[config.mk]
export PLATFORM = sky130hd
export DESIGN_NAME = bcd_to_binary
export DESIGN_NICKNAME = d
export VERILOG_FILES = /design/src/rtl/bcd_to_binary.sv
export SDC_FILE = /design/constraint.sdc
export NUM_CORES = 1
export LEC_CHECK = 0
export BUFFER_PORTS_ARGS = -buffer_cell sky130_fd_sc_hd__buf_4
export CORE_MARGIN = 2
export CORE_UTILIZATION = 53
export DETAILED_ROUTE_END_ITERATION = 6
export PLACE_DENSITY = 0.75
export SLEW_MARGIN = 20
export SYNTH_ARGS = -nofsm -noshare
export SYNTH_HDL_FRONTEND = slang
export SYNTH_SLANG_ARGS = --single-unit
[constraint.sdc]
create_clock -name clk -period 1.55 [get_ports clk]
set_input_delay 0.31 -clock clk [delete_from_list [all_inputs] [get_ports clk]]
set_output_delay 0.31 -clock clk [all_outputs]
set_load 0.01 [all_outputs]
[src/rtl/bcd_to_binary.sv]
// Sequential packed-BCD to binary converter (reverse double-dabble, one bit per clock).
// Optional input digit validation is enabled by defining BCD_DIGIT_CHECK_EN.
module bcd_to_binary #(
  parameter int DIGITS = 2,
  parameter int BIN_W  = 7
) (
  input  logic                  clk,
  input  logic                  reset,
  input  logic                  start,
  input  logic [4*DIGITS-1:0]   bcd_in,
  output logic                  busy,
  output logic                  done,
  output logic [BIN_W-1:0]      binary,
  output logic                  error
);

  localparam int BCD_W  = 4 * DIGITS;
  localparam int WORK_W = BCD_W + BIN_W;
  localparam int CNT_W  = $clog2(BIN_W + 1);

  typedef enum logic [1:0] {
    IDLE   = 2'd0,
    SHIFT  = 2'd1,
    FINISH = 2'd2
  } state_t;

  state_t              state_q, state_d;
  logic [WORK_W-1:0]   work_q, work_d;
  logic [CNT_W-1:0]    cnt_q, cnt_d;
  logic                busy_q, busy_d;
  logic                done_q, done_d;
  logic [BIN_W-1:0]    binary_q, binary_d;
  logic                err_q, err_d;
  logic [WORK_W-1:0]   shifted;

  // Shift right, then pull every digit that landed at >=8 back by 3 (no inter-digit carry).
  always_comb begin
    shifted = work_q >> 1;
    for (int d = 0; d < DIGITS; d++) begin
      if (shifted[BIN_W+4*d +: 4] >= 4'd8)
        shifted[BIN_W+4*d +: 4] = shifted[BIN_W+4*d +: 4] - 4'd3;
    end
  end

`ifdef BCD_DIGIT_CHECK_EN
  logic bcd_bad;
  always_comb begin
    bcd_bad = 1'b0;
    for (int d = 0; d < DIGITS; d++) begin
      if (bcd_in[4*d +: 4] > 4'd9) bcd_bad = 1'b1;
    end
  end
`endif

  always_comb begin
    state_d  = state_q;
    work_d   = work_q;
    cnt_d    = cnt_q;
    busy_d   = busy_q;
    done_d   = 1'b0;
    binary_d = binary_q;
    err_d    = err_q;
    case (state_q)
      IDLE: begin
        if (start) begin
          work_d  = {bcd_in, {BIN_W{1'b0}}};
          cnt_d   = '0;
          err_d   = 1'b0;
          busy_d  = 1'b1;
          state_d = SHIFT;
`ifdef BCD_DIGIT_CHECK_EN
          if (bcd_bad) begin
            err_d   = 1'b1;
            state_d = FINISH;
          end
`endif
        end
      end
      SHIFT: begin
        work_d = shifted;
        cnt_d  = cnt_q + 1'b1;
        if (cnt_q == CNT_W'(BIN_W - 1)) state_d = FINISH;
      end
      FINISH: begin
        // An aborted conversion leaves the previous result visible.
        if (!err_q) binary_d = work_q[BIN_W-1:0];
        done_d  = 1'b1;
        busy_d  = 1'b0;
        state_d = IDLE;
      end
      default: state_d = IDLE;
    endcase
  end

  always_ff @(posedge clk or posedge reset) begin
    if (reset) begin
      state_q  <= IDLE;
      work_q   <= '0;
      cnt_q    <= '0;
      busy_q   <= 1'b0;
      done_q   <= 1'b0;
      binary_q <= '0;
      err_q    <= 1'b0;
    end else begin
      state_q  <= state_d;
      work_q   <= work_d;
      cnt_q    <= cnt_d;
      busy_q   <= busy_d;
      done_q   <= done_d;
      binary_q <= binary_d;
      err_q    <= err_d;
    end
  end

  assign busy   = busy_q;
  assign done   = done_q;
  assign binary = binary_q;
  assign error  = err_q;

endmodule
# Word level (Yosys, flattened, before mapping)
# Index checks and enable logic that the tools add are counted.
totals:
  regBits: 29
  in_bits: 11
  out_inout_bits: 10
  wordCells: 34
classes:
  addsub: 3
  order_cmp: 2
  eq_ne: 5
  mux: 12
  reduce_logical: 6
ops:
  columns: ["operator", "count"]
  rows:
  - ["$pmux W15 S2", 1]
  - ["$mux W15", 1]
  - ["$mux W4", 2]
  - ["$pmux W3 S2", 1]
  - ["$reduce_and A2 Y1", 3]
  - ["$ge A3 B4 Y1 const B", 1]
  - ["$ge A4 B4 Y1 const B", 1]
  - ["$mux W2", 2]
  - ["$ne A2 B2 Y1 const B", 2]
  - ["$pmux W2 S2", 1]
  - ["$reduce_bool A2 Y1", 2]
  - ["$sub A3 B2 Y4 const B", 1]
  - ["$sub A4 B2 Y4 const B", 1]
  - ["$add A3 B1 Y3 const B", 1]
  - ["$eq A3 B3 Y1 const B", 1]
  - ["$mux W3", 1]
  - ["$eq A2 B1 Y1 const B", 1]
  - ["$eq A2 B2 Y1 const B", 1]
  - ["$logic_not A2 Y1", 1]
  - ["$mux W1", 2]
  - ["$pmux W1 S2", 1]

# Logic depth before layout (Yosys ltp)
logic_depth:
  ltp_word: 3
  depth_mapped: 5
  ltp_nobuf: 5

# Worst setup path after synthesis
# Ideal clock, no wire load.
synth_timing:
  path_kind: "register to register"
  start: "register work_q[8]"
  end: "register work_q[8]"
  setup_time_ns: 0.118
  arrival_ns: 1.049
  required_ns: 1.432
  path_slack_ns: 0.383
  stages_incl_launch_ff: 6
  path_buffers: 0
  synth_period_minus_slack_ns: 1.167
  cell_sequence: "dfrtp_1 inv_1 ha_1 mux2i_1 a211oi_1 a21o_1"
synth_between:
  elab_chain_len: 3
  word_cells_on_any_way: 4
  cone_classes: "add/sub: 1; order compare: 1; mux: 2"
synth_rtl:
  columns: ["item", "line_no", "rtl"]
  rows:
  - ["start: declaration", "28", "logic [WORK_W-1:0] work_q, work_d;"]
  - ["start signal: assignment", "106", "work_q <= work_d;"]
  - ["$sub A4 B2 Y4 or $ge A4 B4 Y1 (tied branches)", "41, 40", null]
  - ["$mux W4 (*)", "40", "if (shifted[BIN_W+4*d +: 4] >= 4'd8)"]
  - ["$pmux W15 S2 (*)", "63", "case (state_q)"]
# Mark *: on every way between the ends. The rest lies on a longest branch, timed or not.
# A chain may end at the register's enable or synchronous reset.

# Worst setup path in the final report
layout_timing:
  start: "register state_q[0]"
  end: "register work_q[10]"
layout_between:
  elab_chain_len: 3
  word_cells_on_any_way: 6
  cone_classes: "eq/ne: 2; mux: 1; reduce/logical: 3"
layout_rtl:
  columns: ["item", "line_no", "rtl"]
  rows:
  - ["start: declaration", "27", "state_t state_q, state_d;"]
  - ["start signal: assignment", "105", "state_q <= state_d;"]
  - ["$eq A2 B1 Y1 or $logic_not A2 Y1 (tied branches)", "63", null]
  - ["$reduce_bool A2 Y1 (no line) or $ne A2 B2 Y1 (tied branches)", null, null]
  - ["$reduce_and A2 Y1 (no line)", null, null]
# Parallel ways exist; a longest one is shown, timed or not.

==> flow_summary.ini <==
[drt]
vias = 877
post_drt_wl_per_cell_um = 13.6
routed_wirelength_um = 2200
via_per_inst = 5.41
final_antenna_net_count = 0
route.detailed.drc = 0
first_iter_violations = 17
drt_first_pass_iters = 4

[cells_and_area]
multi_input_area_sq_um = 513
fill_cells = 217
register_area_sq_um = 726
final_cells = 162
post-route-util = 0.623
final_nets = 146
area_growth_pct = 13.6
drive_gt1_frac = 0.333
diodes = 0

[power_and_ir_drop]
p_clk_frac = 0.157
p_per_area_nw_per_um2 = 1770
combPwrFrac = 0.362
p_sw_mw = 0.939
p_leak_nw = 0.774
peakVddDrop_mv = 1.14
p_sw_frac = 0.350
pwr-share-seq = 0.481
p_int_mw = 1.74

[global_route]
grt_usage = 0.194
grt_antenna_before_repair = 0
gr-total-overflow = 0
grt_max_degree = 30
grt_pass1_vias = 802
grt_pass1_wl_um = 3770

[timing]
max_slew_margin = 0.667
fin_skew_ps = 10.5
worst_pin_slew_ps = 499
setup_tns_ps = 0
hold_violations = 0
maxSlewViolCount = 0
setup_viol = 0
rsz0062_at_grt = false
max_freq_ghz = 0.747
min_period_over_period = 0.864
layout_min_cycle_time_ps = 1340

[critical_path]
required_ps = 1790
critical_path_arrival_ps = 1580
cp-start-kind = flip-flop
end_kind = flip-flop
cp_max_fo = 16
setup.worst_path.class = flip-flop to flip-flop

[synth]
yosysUniqueCellTypes = 29
synth_area_per_cell_sq_um = 12.1
syn_area_sq_um = 1330
synth_warnings = 0
ys_seq_elements = 29
syn_nets = 125
yosysSeqAreaShare = 0.544
synth_cells = 110

[die]
rows = 18
die_w_um = 54.2
fp.coreArea_sq_um = 2430
ios = 21
fp.dieArea_sq_um = 2930
start_util = 0.548
fp.dieH_um = 54.2

[clock_network]
h-tree-depth = 2
cts_tree = done
cts-hold-fix-buffers = 0
insertion_delay_ps = 330
cts_resized = 0
cts_buffers = 5
cts_root_buffer = clkbuf_4
clk_pin_slew_worst_paths_ps = 90
cts_setup_buffers = 0
cts_num_sinks = 29
clock_path_buffers = 2

[placed_design]
placedCellCount = 154
place.port_buffers = 19
dp_hpwl_um = 1560
place.gp.congestion = 0.811

[hold_path]
hold_class = input pin to async pin

[run_status]
status = finished, final reports clean

[job]
drv_cap = 0
[cells in the mapped netlist]
cell type	n	share of area
a22oi_1	1	0.0056
dfrtp_1	29	0.54
a21oi_1	4	0.015
a32o_1	1	0.0075
a22o_1	3	0.020
nand2_1	7	0.020
nor2_8	1	0.015
a32oi_1	1	0.0066
mux2i_1	1	0.0075
nor2b_1	4	0.019
a22o_2	5	0.038
inv_2	1	0.0028
a222oi_1	1	0.0075
conb_1	1	0.0028
buf_6	4	0.034
o21bai_4	1	0.014
o21ai_0	8	0.030
buf_4	2	0.011
a211oi_1	1	0.0056
nor2_1	5	0.014
a31oi_1	1	0.0047
a21o_1	1	0.0056
and3b_1	3	0.020
buf_2	1	0.0037
inv_1	7	0.020
and3_1	2	0.0094
mux2_2	8	0.068
xnor2_1	2	0.013
ha_1	4	0.038
[final cells by class]
class | count | share of cell area
tap | 30 | 0.0248
inverter | 8 | 0.0198
clock inverter | 2 | 0.00661
sequential | 29 | 0.479
clock buffer | 6 | 0.0273
timing repair buffer | 21 | 0.104
multi-input combinational | 66 | 0.339
[power groups by stage]
stage	registers, mW	clock network, mW	logic [mW]
2_1_floorplan	1.26	0	0.775
3_3_place_gp	1.29	0	0.947
3_5_place_dp	1.30	0	0.990
4_1_cts	1.29	0.443	0.992
5_1_grt	1.34	0.479	1.12
6_report	1.29	0.422	0.970
[sequential cells by signal (all words and copies together) (netlist names)]
name and flops:
cnt_q 3, binary 7, state_q 2, done 1, busy 1, work_q 15
[cell families after synthesis]
logic type | Yosys count | share of synthesized area
other | 1 | 0.00281
XOR/XNOR | 2 | 0.0131
multiplexers | 9 | 0.0750
flip-flops | 29 | 0.544
buffers and inverters | 15 | 0.0713
adder cells (fa/ha/maj) | 4 | 0.0375
AO/OA/AOI/OAI | 28 | 0.159
AND/OR/NAND/NOR | 22 | 0.0966
[critical path, cell delays in order (launching register included)]
cell     delay (ps)
dfrtp_1         490
buf_4           230
nor2b_1         220
o21ai_0         110
a22oi_1         200
[cells in the final DEF (no fill, tap or decap), types with 2 or more instances in the layout]
| cell type | count |
|---|---|
| nand2_1 | 7 |
| xnor2_1 | 2 |
| nor2_1 | 5 |
| mux2_2 | 8 |
| a21oi_1 | 4 |
| o21ai_0 | 8 |
| a22o_1 | 3 |
| and3b_1 | 3 |
| clkinv_2 | 2 |
| ha_1 | 4 |
| dfrtp_1 | 29 |
| a22o_2 | 5 |
| inv_1 | 7 |
| nor2b_1 | 4 |
| clkbuf_4 | 5 |
| and3_1 | 2 |
| buf_4 | 21 |
[metrics by stage]
stage	cell area [sq um]	hold WS (ps)	worst slack (ps)	power (mW)
after floorplan	1330	388	383	2.03
after global placement	1460	402	265	2.24
after detailed placement	1460	409	218	2.29
after CTS	1520	42.1	209	2.73
after global routing	1520	52.1	114	2.94
final	1520	41.2	211	2.68
[path summary, 6_finish.rpt]
path                            startpoint    endpoint  slack (ps)  depth (start not counted)
worst max-delay path            state_q[0]  work_q[10]         210                          4
worst min-delay path                 reset   binary[1]          40                          3
worst max register to register  state_q[0]  work_q[10]         210                          4
worst min register to register  work_q[13]  work_q[13]         490                          2
max in group asynchronous            reset  state_q[1]        1230                          3
min in group clk                 bcd_in[2]   work_q[9]         230                          3
[routing by layer]
| metal | part of all wire | vias to the layer above | GRT usage |
|---|---|---|---|
| met5 | 0 | - | 0 |
| met4 | 0.018 | 0 | 0.0750 |
| met3 | 0.048 | 6 | 0.0833 |
| met2 | 0.50 | 19 | 0.299 |
| met1 | 0.44 | 430 | 0.238 |
| li1 | - | 422 | - |
Power figures use the tool's default switching activity.
